<file path="config.mk">
export PLATFORM = sky130hd
export DESIGN_NAME = kronos_branch_unit
export DESIGN_NICKNAME = d
export VERILOG_FILES = /design/src/rtl/kronos_branch_unit.sv
export SDC_FILE = /design/constraint.sdc
export NUM_CORES = 1
export LEC_CHECK = 0
export ABC_AREA = 1
export BUFFER_PORTS_ARGS = -buffer_cell sky130_fd_sc_hd__buf_2
export CORE_MARGIN = 4
export CORE_UTILIZATION = 50
export DETAILED_ROUTE_END_ITERATION = 7
export PLACE_DENSITY = 0.79
export RECOVER_POWER = 50
export SLEW_MARGIN = 5
export SYNTH_ARGS = -nofsm -noshare
export SYNTH_HDL_FRONTEND = slang
export SYNTH_SLANG_ARGS = --single-unit
</file>
<file path="constraint.sdc">
create_clock -name clk -period 5.8 [get_ports clk]
set_input_delay 0.29 -clock clk [delete_from_list [all_inputs] [get_ports clk]]
set_output_delay 0.29 -clock clk [all_outputs]
set_load 0.01 [all_outputs]
</file>
<file path="src/rtl/kronos_branch_unit.sv">
// Execute-stage branch resolution: comparator plus a registered valid/ready result stage.
// Optional build macro: KRONOS_BRANCH_MISALIGN_TRAP_EN adds branch_misaligned and gates the redirect.

module kronos_branch (
    input  logic [2:0]  op,
    input  logic [31:0] rs1,
    input  logic [31:0] rs2,
    output logic        branch
);

    always_comb begin
        // NOTE: assign a default before the case so no path leaves branch unassigned (avoids a latch).
        branch = 1'b0;
        unique case (op)
            3'b000:  branch = (rs1 == rs2);
            3'b001:  branch = (rs1 != rs2);
            3'b100:  branch = ($signed(rs1) <  $signed(rs2));
            3'b101:  branch = ($signed(rs1) >= $signed(rs2));
            3'b110:  branch = (rs1 <  rs2);
            3'b111:  branch = (rs1 >= rs2);
            default: branch = 1'b0;
        endcase
    end

endmodule

module kronos_branch_unit #(
    parameter logic [31:0] BOOT_ADDR = 32'h0
) (
    input  logic        clk,
    input  logic        rstz,
    input  logic        flush,
    input  logic        decode_vld,
    output logic        decode_rdy,
    input  logic [31:0] decode_pc,
    input  logic [31:0] decode_imm,
    input  logic [2:0]  decode_op,
    input  logic [31:0] decode_rs1,
    input  logic [31:0] decode_rs2,
    input  logic        decode_jump,
    input  logic        decode_jalr,
    output logic        branch_vld,
    input  logic        branch_rdy,
    output logic        branch_taken,
    output logic [31:0] branch_target,
    output logic [31:0] branch_link,
`ifdef KRONOS_BRANCH_MISALIGN_TRAP_EN
    output logic        branch_misaligned,
`endif
    output logic        branch_redirect
);

    typedef enum logic {EMPTY, FULL} state_e;

    state_e      state_q, state_d;
    logic        taken_q, taken_d;
    logic [31:0] target_q, target_d;
    logic [31:0] link_q, link_d;
    logic        redirect_q, redirect_d;
    logic        misaligned_q, misaligned_d;

    logic        cmp_branch;
    logic        load;
    logic        taken_new;
    logic        misaligned_new;
    logic [31:0] target_new;
    logic [31:0] jalr_sum;

    kronos_branch u_cmp (
        .op     (decode_op),
        .rs1    (decode_rs1),
        .rs2    (decode_rs2),
        .branch (cmp_branch)
    );

    assign branch_vld = (state_q == FULL);
    assign decode_rdy = ~branch_vld | branch_rdy;
    // A handshake during flush is discarded, so it never loads the result registers.
    assign load       = decode_vld & decode_rdy & ~flush;

    assign jalr_sum   = decode_rs1 + decode_imm;
    assign target_new = decode_jalr ? {jalr_sum[31:1], 1'b0} : (decode_pc + decode_imm);
    assign taken_new  = decode_jump | cmp_branch;

`ifdef KRONOS_BRANCH_MISALIGN_TRAP_EN
    assign misaligned_new = taken_new & target_new[1];
`else
    assign misaligned_new = 1'b0;
`endif

    always_comb begin
        state_d      = state_q;
        taken_d      = taken_q;
        target_d     = target_q;
        link_d       = link_q;
        misaligned_d = misaligned_q;
        redirect_d   = 1'b0;

        unique case (state_q)
            EMPTY: if (load) state_d = FULL;
            FULL:  if (branch_rdy && !load) state_d = EMPTY;
            default: state_d = EMPTY;
        endcase

        if (flush) state_d = EMPTY;

        if (load) begin
            taken_d      = taken_new;
            target_d     = target_new;
            link_d       = decode_pc + 32'd4;
            misaligned_d = misaligned_new;
            // Redirect pulses only on the load cycle, so a stalled result never re-fires it.
            redirect_d   = taken_new & ~misaligned_new;
        end
    end

    always_ff @(posedge clk) begin
        // NOTE: sequential state uses non-blocking assignments so every flop samples pre-edge values.
        if (!rstz) begin
            state_q      <= EMPTY;
            taken_q      <= 1'b0;
            target_q     <= BOOT_ADDR;
            link_q       <= 32'h0;
            redirect_q   <= 1'b0;
            misaligned_q <= 1'b0;
        end else begin
            state_q      <= state_d;
            taken_q      <= taken_d;
            target_q     <= target_d;
            link_q       <= link_d;
            redirect_q   <= redirect_d;
            misaligned_q <= misaligned_d;
        end
    end

    assign branch_taken    = taken_q;
    assign branch_target   = target_q;
    assign branch_link     = link_q;
    assign branch_redirect = redirect_q;
`ifdef KRONOS_BRANCH_MISALIGN_TRAP_EN
    assign branch_misaligned = misaligned_q;
`else
    logic unused_misaligned;
    assign unused_misaligned = misaligned_q;
`endif

endmodule

</file>
# [Yosys cells after proc, flatten, opt, wreduce, memory -nomap -nowiden]
# Index checks and enable logic that the tools add are counted.
[word_totals] ramBits=0 latch_bits=0 mem_bits_ro=0 ff_bits=67 wordCells=36 memories=0 in_bits=138 output_inout_bits=68
[classes] n_reduce_logical=5 add_sub_neg=3 n_div=0 n_bitwise=7 eq_ne=7 mux=5 shift=0 magnitude_cmp=4 multipliers=0
[op_table] op="adder 32 bit" n=2
[op_table] op=">= comparator 32 bit" n=2
[op_table] op="less-than comparator 32 bit" n=2
[op_table] op="adder 32 x 3 -> 32 bit (second input constant)" n=1
[op_table] op="equality test 32 bit" n=1
[op_table] op="two-way mux 32 bit" n=1
[op_table] op="!= test 32 bit" n=1
[op_table] op="equality test 3 bit (second input constant)" n=4
[op_table] op="case mux 1 bit (6 select lines)" n=1
[op_table] op="equality test 3 x 1 -> 1 bit (second input constant)" n=1
[op_table] op="zero test 3 bit" n=1
[op_table] op="inverter 1 bit" n=3
[op_table] op="AND 1 bit" n=2
[op_table] op="two-way mux 1 bit" n=2
[op_table] op="bitwise OR 1 bit" n=2
[op_table] op="case mux 1 bit (2 select lines)" n=1
[op_table] op="AND reduction 2 bit" n=1
[op_table] op="OR reduction 2 bit" n=1
[op_table] op="logical AND 1 bit" n=1
[op_table] op="zero test 1 bit" n=1

# [Logic depth before layout (Yosys ltp)]
# Gate-level depths: netlist (run 1).
[depth] word_depth=8 ltp_mapped=20 depth_no_buf=20

# [Hierarchy]
# Synthesis (run 1) repeated with hierarchy kept, for this count alone.
[unflattened] hier_cells=1711 area_unflattened_um2=9227.6
[by_module_without_submodules] module="kronos_branch_unit" area_each_um2=8211.6 cells_each=1539 seq_area_each_um2=1341.3 n_inst=1
[by_module_without_submodules] module="kronos_branch" area_each_um2=1016.0 cells_each=172 seq_area_each_um2=0.0 n_inst=1

# [Least setup slack after synthesis (run 1)]
# OpenSTA, ideal clock, no wires.
[synth_timing] path_kind="input-to-reg" startpoint="input decode_pc[0]" endpoint="register target_q[16] (netlist: branch_target[16])" path_slack_ns=3.755 setup_ns=0.114 t_arrival_ns=1.932 required_time_ns=5.686 path_stages=12 n_path_buf=0 cell_sequence="ha_1 inv_1 fa_1 o21ai_1 inv_1 o211ai_1 inv_2 o21ai_1 xnor2_1 nand2_1 nand3_1 nand2_1"
[synth_via] elab_chain_cells=2
[synth_lines] element="start: declaration" line="35" text="input logic [31:0] decode_pc,"
[synth_lines] element="adder 32 bit" line="82" text="assign target_new = decode_jalr ? {jalr_sum[31:1], 1'b0} : (decode_pc + decode_imm);"
[synth_lines] element="two-way mux 32 bit" line="82"
[synth_lines] element="end signal: assignment" line="129" text="target_q <= target_d;"
[synth_lines] element="end: declaration" line="57" text="logic [31:0] target_q, target_d;"
# Every way passes these cells.
# A chain may end at the register's enable or synchronous reset.

# [Final worst setup path (run 1)]
[layout_timing] startpoint="register state_q (netlist: branch_vld)" endpoint="register link_q[10] (netlist: branch_link[10])"
[layout_via] elab_chain_cells=4
[layout_lines] element="start: declaration" line="55" text="state_e state_q, state_d;"
[layout_lines] element="start signal: assignment" line="127" text="state_q <= state_d;"
[layout_lines] element="inverter 1 bit" line="77" text="assign decode_rdy = ~branch_vld | branch_rdy;"
[layout_lines] element="bitwise OR 1 bit" line="77"
[layout_lines] element="AND 1 bit (2 in a row)" line="79" text="assign load = decode_vld & decode_rdy & ~flush;"
[layout_lines] element="end signal: assignment" line="130" text="link_q <= link_d;"
[layout_lines] element="end: declaration" line="58" text="logic [31:0] link_q, link_d;"
# Every way passes these cells.

==> results of run 1 <==
[registers in the layout (all words and copies together), names as in the netlist]
name and count:
branch_redirect 1, branch_link 32, branch_target 32, branch_taken 1, branch_vld 1
[logic make-up (layout without fill, tap and decap cells)]
group                      Yosys count  in the layout  share of synthesized area
xor gates and xnor gates            34             34                    0.03705
and+or+nand+nor                    632            632                     0.3414
adders and majority gates           96             96                     0.1513
buffers and inverters              215            413                     0.1010
AOI/OAI and AO/OA                  296            296                     0.2022
DFF                                 67             67                     0.1669
[worst max-delay path: cells and delay by family (launching register included)]
| kind | cells | cell delay (ns) |
|---|---|---|
| flops | 1 | 0.32 |
| simple gates | 3 | 0.83 |
| compound gates | 1 | 0.16 |
| buf+inv | 3 | 1.51 |
[metal layers]
layer / track usage / vias to the layer above
met5: 0 / -
met2: 0.4933 / 414
met3: 0.03465 / 56
li1: - / 4897
met1: 0.3965 / 4440
met4: 0.1012 / 0
[final cells by class]
cell class	count	area, sq um	area share
well taps	216	270.3	0.02848
repair buffers	206	949.7	0.1001
clock buffers	11	242.7	0.02558
flip-flops and latches	67	1341	0.1414
multi-input cells	1058	5883	0.6200
clock inverters	5	85.08	0.008966
inverters	191	716.9	0.07555
[metrics by stage]
stage          cell area, sq um  power [W]  setup WS, ns  hold slack (ns)  utilization
2_1_floorplan              8036  0.0009912         3.755           0.3693            -
3_3_place_gp               9245   0.001220         2.794           0.4534       0.5841
3_5_place_dp               9245   0.001231         2.695           0.4554       0.5841
4_1_cts                    9573   0.001839         2.861           0.1205       0.6048
5_1_grt                    9489   0.001956         2.592           0.1321       0.5995
6_report                   9489   0.001845         2.825           0.1213       0.5995
[power groups by stage]
stage	Clock [W]	Combinational, W	Sequential (W)
finish	0.000614	0.000717	0.000513
global route	0.000635	0.000806	0.000516
CTS	0.000613	0.000714	0.000512
detailed placement	0	0.000710	0.000521
global placement	0	0.000698	0.000522
floorplan	0	0.000456	0.000535
[Yosys cell counts, types with 8 or more instances]
library cell,count
nand2_1,291
clkbuf_1,19
o21ai_0,92
dfxtp_1,67
nand3_1,103
xnor2_1,13
o21ai_1,20
a21oi_1,126
xor2_1,21
inv_1,183
nor2_1,154
a31oi_1,8
o21bai_1,9
a21o_1,8
o21a_1,9
nor3_1,27
o211ai_1,15
ha_1,94
nand4_1,27
[final timing paths]
| check | from | to | slack [ns] | depth (start not counted) |
|---|---|---|---|---|
| worst min register to register | branch_taken | branch_taken | 0.46 | 2 |
| worst max-delay path | branch_vld | branch_link[10] | 2.83 | 7 |
| worst max register to register | branch_vld | branch_link[10] | 2.83 | 7 |
| worst min-delay path | flush | branch_vld | 0.12 | 2 |
[layout by cell type, fill, tap and decap left out, drive strengths merged, types with 3 or more instances in the layout]
cell type and count:
nand3 105, a31oi 8, nor2 155, clkbuf 78
a211oi 3, or2 7, nand3b 6, o21bai 9
ha 94, nor4 7, dfxtp 67, a21oi 126
clkinv 3, nand2 292, nor3 31, xor2 21
buf 139, o21a 9, inv 190, o211ai 15
xnor2 13, a21o 8, o21ai 113, nand4 27
==> results.toml, run 1 <==
[placement]
hpwl_mm = 23.03
port_buffers = 205
globalplace.congestion = 0.9611
dp_cells = 1738

[cts]
numCtsBuffers = 9
cts_setup_buffers = 0
cts_tree = "yes"
clkTransAtPathRegs_ns = 0.06
clk-insertion-delay-late_ns = 0.35
clockRootBuffer = "clkbuf_16"
hold_buffers = 0
htree_levels = 3
cts_sinks = 67
clock_path_buffers = 2
cts_resized = 0

[pwr]
power_frac_comb = 0.389
clock_power_share = 0.333
pwr_density_cell_nw_per_um2 = 194.4
p_leak_nw = 4.880
max-vdd-ir-drop_uv = 143.4
power_frac_seq = 0.278
power_switching_share = 0.3835
p_sw_w = 0.0007075
p_int_w = 0.001137

[grt]
antenna_found_initial = 0
grt_pass1_wl_mm = 43.13
grt_usage = 0.2957
grt_max_degree = 50
grt_pass1_vias = 8912
grt.overflow.total = 0

[finish]
area_growth_pct = 18.08
fin_nets = 1767
fin_cells = 1754
filler_cell_count = 1626
n_antenna_cell = 0
drive_above_1_share = 0.1151

[timing]
period_minus_slack_ns = 2.975
fmax_mhz = 336.2
finalMaxSlewViolations = 0
worstMarginPinSlew_ns = 0.9334
rsz0062_at_grt = "no"
finalClockSkew_ns = 0.006645
finalSetupTns_ns = 0
final-hold-violation-count = 0
post-route-period-util = 0.5129
slew_headroom = 0.3739
setup_viol = 0

[routing]
route.detailed.drc = 0
via_count = 9807
dr_wl_met2_mm = 12.44
wirelength_mm = 27.68
wl_met3_mm = 2.251
drt_first_pass_iters = 6
drt_iter0_drc = 713
ant_nets = 0
met1Wirelength_mm = 12.19
highest_layer = "met4"
viasPerCell = 5.591
wl_per_cell_um = 15.78

[die]
row_count = 46
ioPinCount = 206
initial_core_util = 0.5077
dieArea_sq_um = 18170
die_x_um = 134.8
core_region_area_sq_um = 15830
die_h_um = 134.8

[yosys]
yosys-top-cells-area = "dfxtp_1 17%, ha_1 15%, nand2_1 14%, inv_1 8.5%, a21oi_1 7.8%"
synth_edf_count = 0
ys_types = 44
async_flop_share = 0
synth_fp_nets = 1574
ys.flop_type = "dfxtp_1"
yosysWarnings = 0
synth_seq_cells = 67
synth_area_per_cell_sq_um = 5.997
yosys.area.top_type_share = 0.1669
yosys.area.top_type = "dfxtp_1"
synth_cells = 1340
syn_area_sq_um = 8036
synth-seq-area-share = 0.1669

[setup_path]
cp-start-kind = "register"
cp-end-kind = "register"
arrival_ns = 3.21
worstPathRequired_ns = 6.04
worstPathCellList = "nand2_1 > nand3_1 > inv_2 > buf_4 > nand2_1 > o221ai_1 > inv_1"
critPathKind = "register to register"
slowest_delay_ns = 0.90
cpMostUsedCell = "nand2_1"
critPathMaxFanout = 49
cp_slowest_cell = "inv_2"

[run_status]
outcome = "finished clean"

[hold_path]
hp-class = "primary input to register"

[flow_run]
max_cap_viol_count = 0
No activity file was read; power rests on OpenSTA's default activity.
==> run 2: changes to the inputs <==
==> constraint.sdc (replaced) <==
create_clock -name clk -period 3.1 [get_ports clk]
set_input_delay 0.155 -clock clk [delete_from_list [all_inputs] [get_ports clk]]
set_output_delay 0.155 -clock clk [all_outputs]
set_load 0.01 [all_outputs]
==> results.toml, run 2 (synthesis results as in run 1) <==
[cts]
cts_resized = 0
clk-insertion-delay-late_ns = 0.35
clkTransAtPathRegs_ns = 0.06
htree_levels = 3
cts_tree = "yes"
clockRootBuffer = "clkbuf_16"
cts_sinks = 67
cts_setup_buffers = 0
hold_buffers = 1
clock_path_buffers = 2
numCtsBuffers = 9

[routing]
viasPerCell = 5.524
wirelength_mm = 28.63
drt_first_pass_iters = 5
drt_iter0_drc = 763
via_count = 9723
route.detailed.drc = 0
ant_nets = 0
wl_per_cell_um = 16.27

[run_status]
outcome = "finished clean"

[die]
core_region_area_sq_um = 15830
initial_core_util = 0.5077
die_x_um = 134.8
ioPinCount = 206
die_h_um = 134.8
dieArea_sq_um = 18170
row_count = 46

[grt]
grt_pass1_vias = 8964
grt.overflow.total = 0
antenna_found_initial = 0
grt_max_degree = 97
grt_usage = 0.3039
grt_pass1_wl_mm = 43.83

[timing]
slew_headroom = 0.4762
setup_viol = 0
rsz0062_at_grt = "no"
finalMaxSlewViolations = 0
finalSetupTns_ns = 0
worstMarginPinSlew_ns = 0.7828
timing.final.ws_setup_ns = 0.9344
period_minus_slack_ns = 2.166
finalClockSkew_ns = 0.008271
fmax_mhz = 461.8
final-hold-violation-count = 0
post-route-period-util = 0.6986

[placement]
port_buffers = 205
globalplace.congestion = 1.053
dpl_cell_area_sq_um = 9295
place_worst_setup_slack_ns = 0.6347
hpwl_mm = 23.77

[setup_path]
reg2reg_to = "branch_link[17]"
reg2reg_from = "branch_vld"
critPathKind = "primary input to register"
cp-end-kind = "register"
critPathMaxFanout = 4
arrival_ns = 2.42
rr_worst_depth = 7
r2r_setup_slack_ns = 1.20
worstPathRequired_ns = 3.35
cp-start-kind = "primary input"

[pwr]
pwr_density_cell_nw_per_um2 = 358.6
p_leak_nw = 4.909
max-vdd-ir-drop_uv = 230.0

[finish]
final_area_sq_um = 9534
drive_above_1_share = 0.1185
final_common_cell = "nand2_1"
area_growth_pct = 18.64
final_cell_mix = "291 x nand2_1, 183 x inv_1, 154 x nor2_1, 138 x buf_2, 126 x a21oi_1"
n_antenna_cell = 0
fin_nets = 1773
final_core_util = 0.6024

[hold_path]
hp-start = "decode_pc[2]"
hp-class = "primary input to register"
holdPathStages = 2
min_delay_worst_endpoint = "branch_link[2]"

[flow_run]
max_cap_viol_count = 0
run 2: cell types whose count changed in the layout (fill, tap and decap cells not counted):
cell / change
buf_4: +4
buf_12: +1
bufinv_16: -1
clkbuf_1: -1
clkbuf_8: +1
clkinv_2: +1
dlygate4sd3_1: +1
run 2: worst max-delay path, stage by stage:
cell and delay, ns:
buf_2 0.12, inv_1 0.09, fa_1 0.50, inv_1 0.12
nand3_1 0.07, nand2_1 0.17, inv_1 0.06, o21ai_1 0.26
nand3_1 0.11, nand2_1 0.22, nand3_1 0.13, nand2_1 0.09
nand2_1 0.05, nand3_1 0.07, nand3_1 0.08, nand2_1 0.08
inv_1 0.04
run 2: routing by layer:
metal	track usage	vias to the layer above	wire length [um]
met1	0.4019	4348	12430
met3	0.03614	65	2391
li1	-	4899	-
met4	0.1160	0	999
met5	0	-	0
met2	0.5078	411	12810
run 2: per-stage QoR:
step                      power [W]  hold WS, ns  instances
final                      0.003419      0.08370       1760
after global routing       0.003633       0.1052       1760
after CTS                  0.003414      0.08111       1760
after detailed placement   0.002322       0.3466       1743
after global placement     0.002309       0.3389       1743
after floorplan            0.001855       0.2343       1340
run 2: worst max path at each step:
stage	from	to	depth (start not counted)
5_1_grt	decode_imm[1]	branch_target[30]	17
3_3_place_gp	decode_imm[1]	branch_target[30]	17
4_1_cts	decode_imm[1]	branch_target[30]	17
6_report	decode_imm[1]	branch_target[30]	17
3_5_place_dp	decode_imm[1]	branch_target[30]	17
2_1_floorplan	decode_pc[0]	branch_target[16]	12
run 2: layout make-up:
type / count / area, sq um
well taps: 216 / 270.3
multi-input cells: 1058 / 5883
flip-flops and latches: 67 / 1341
repair buffers: 212 / 1010
clock inverters: 5 / 60.06
fillers: 1625 / 6294
inverters: 191 / 716.9
clock buffers: 11 / 252.7
run 2: power by group:
part	total, W	internal (W)	switching (W)
Clock	0.00110	0.000670	0.000427
Sequential	0.000958	0.000924	0.0000340
Combinational	0.00136	0.000481	0.000883
Total	0.00342	0.00207	0.00134
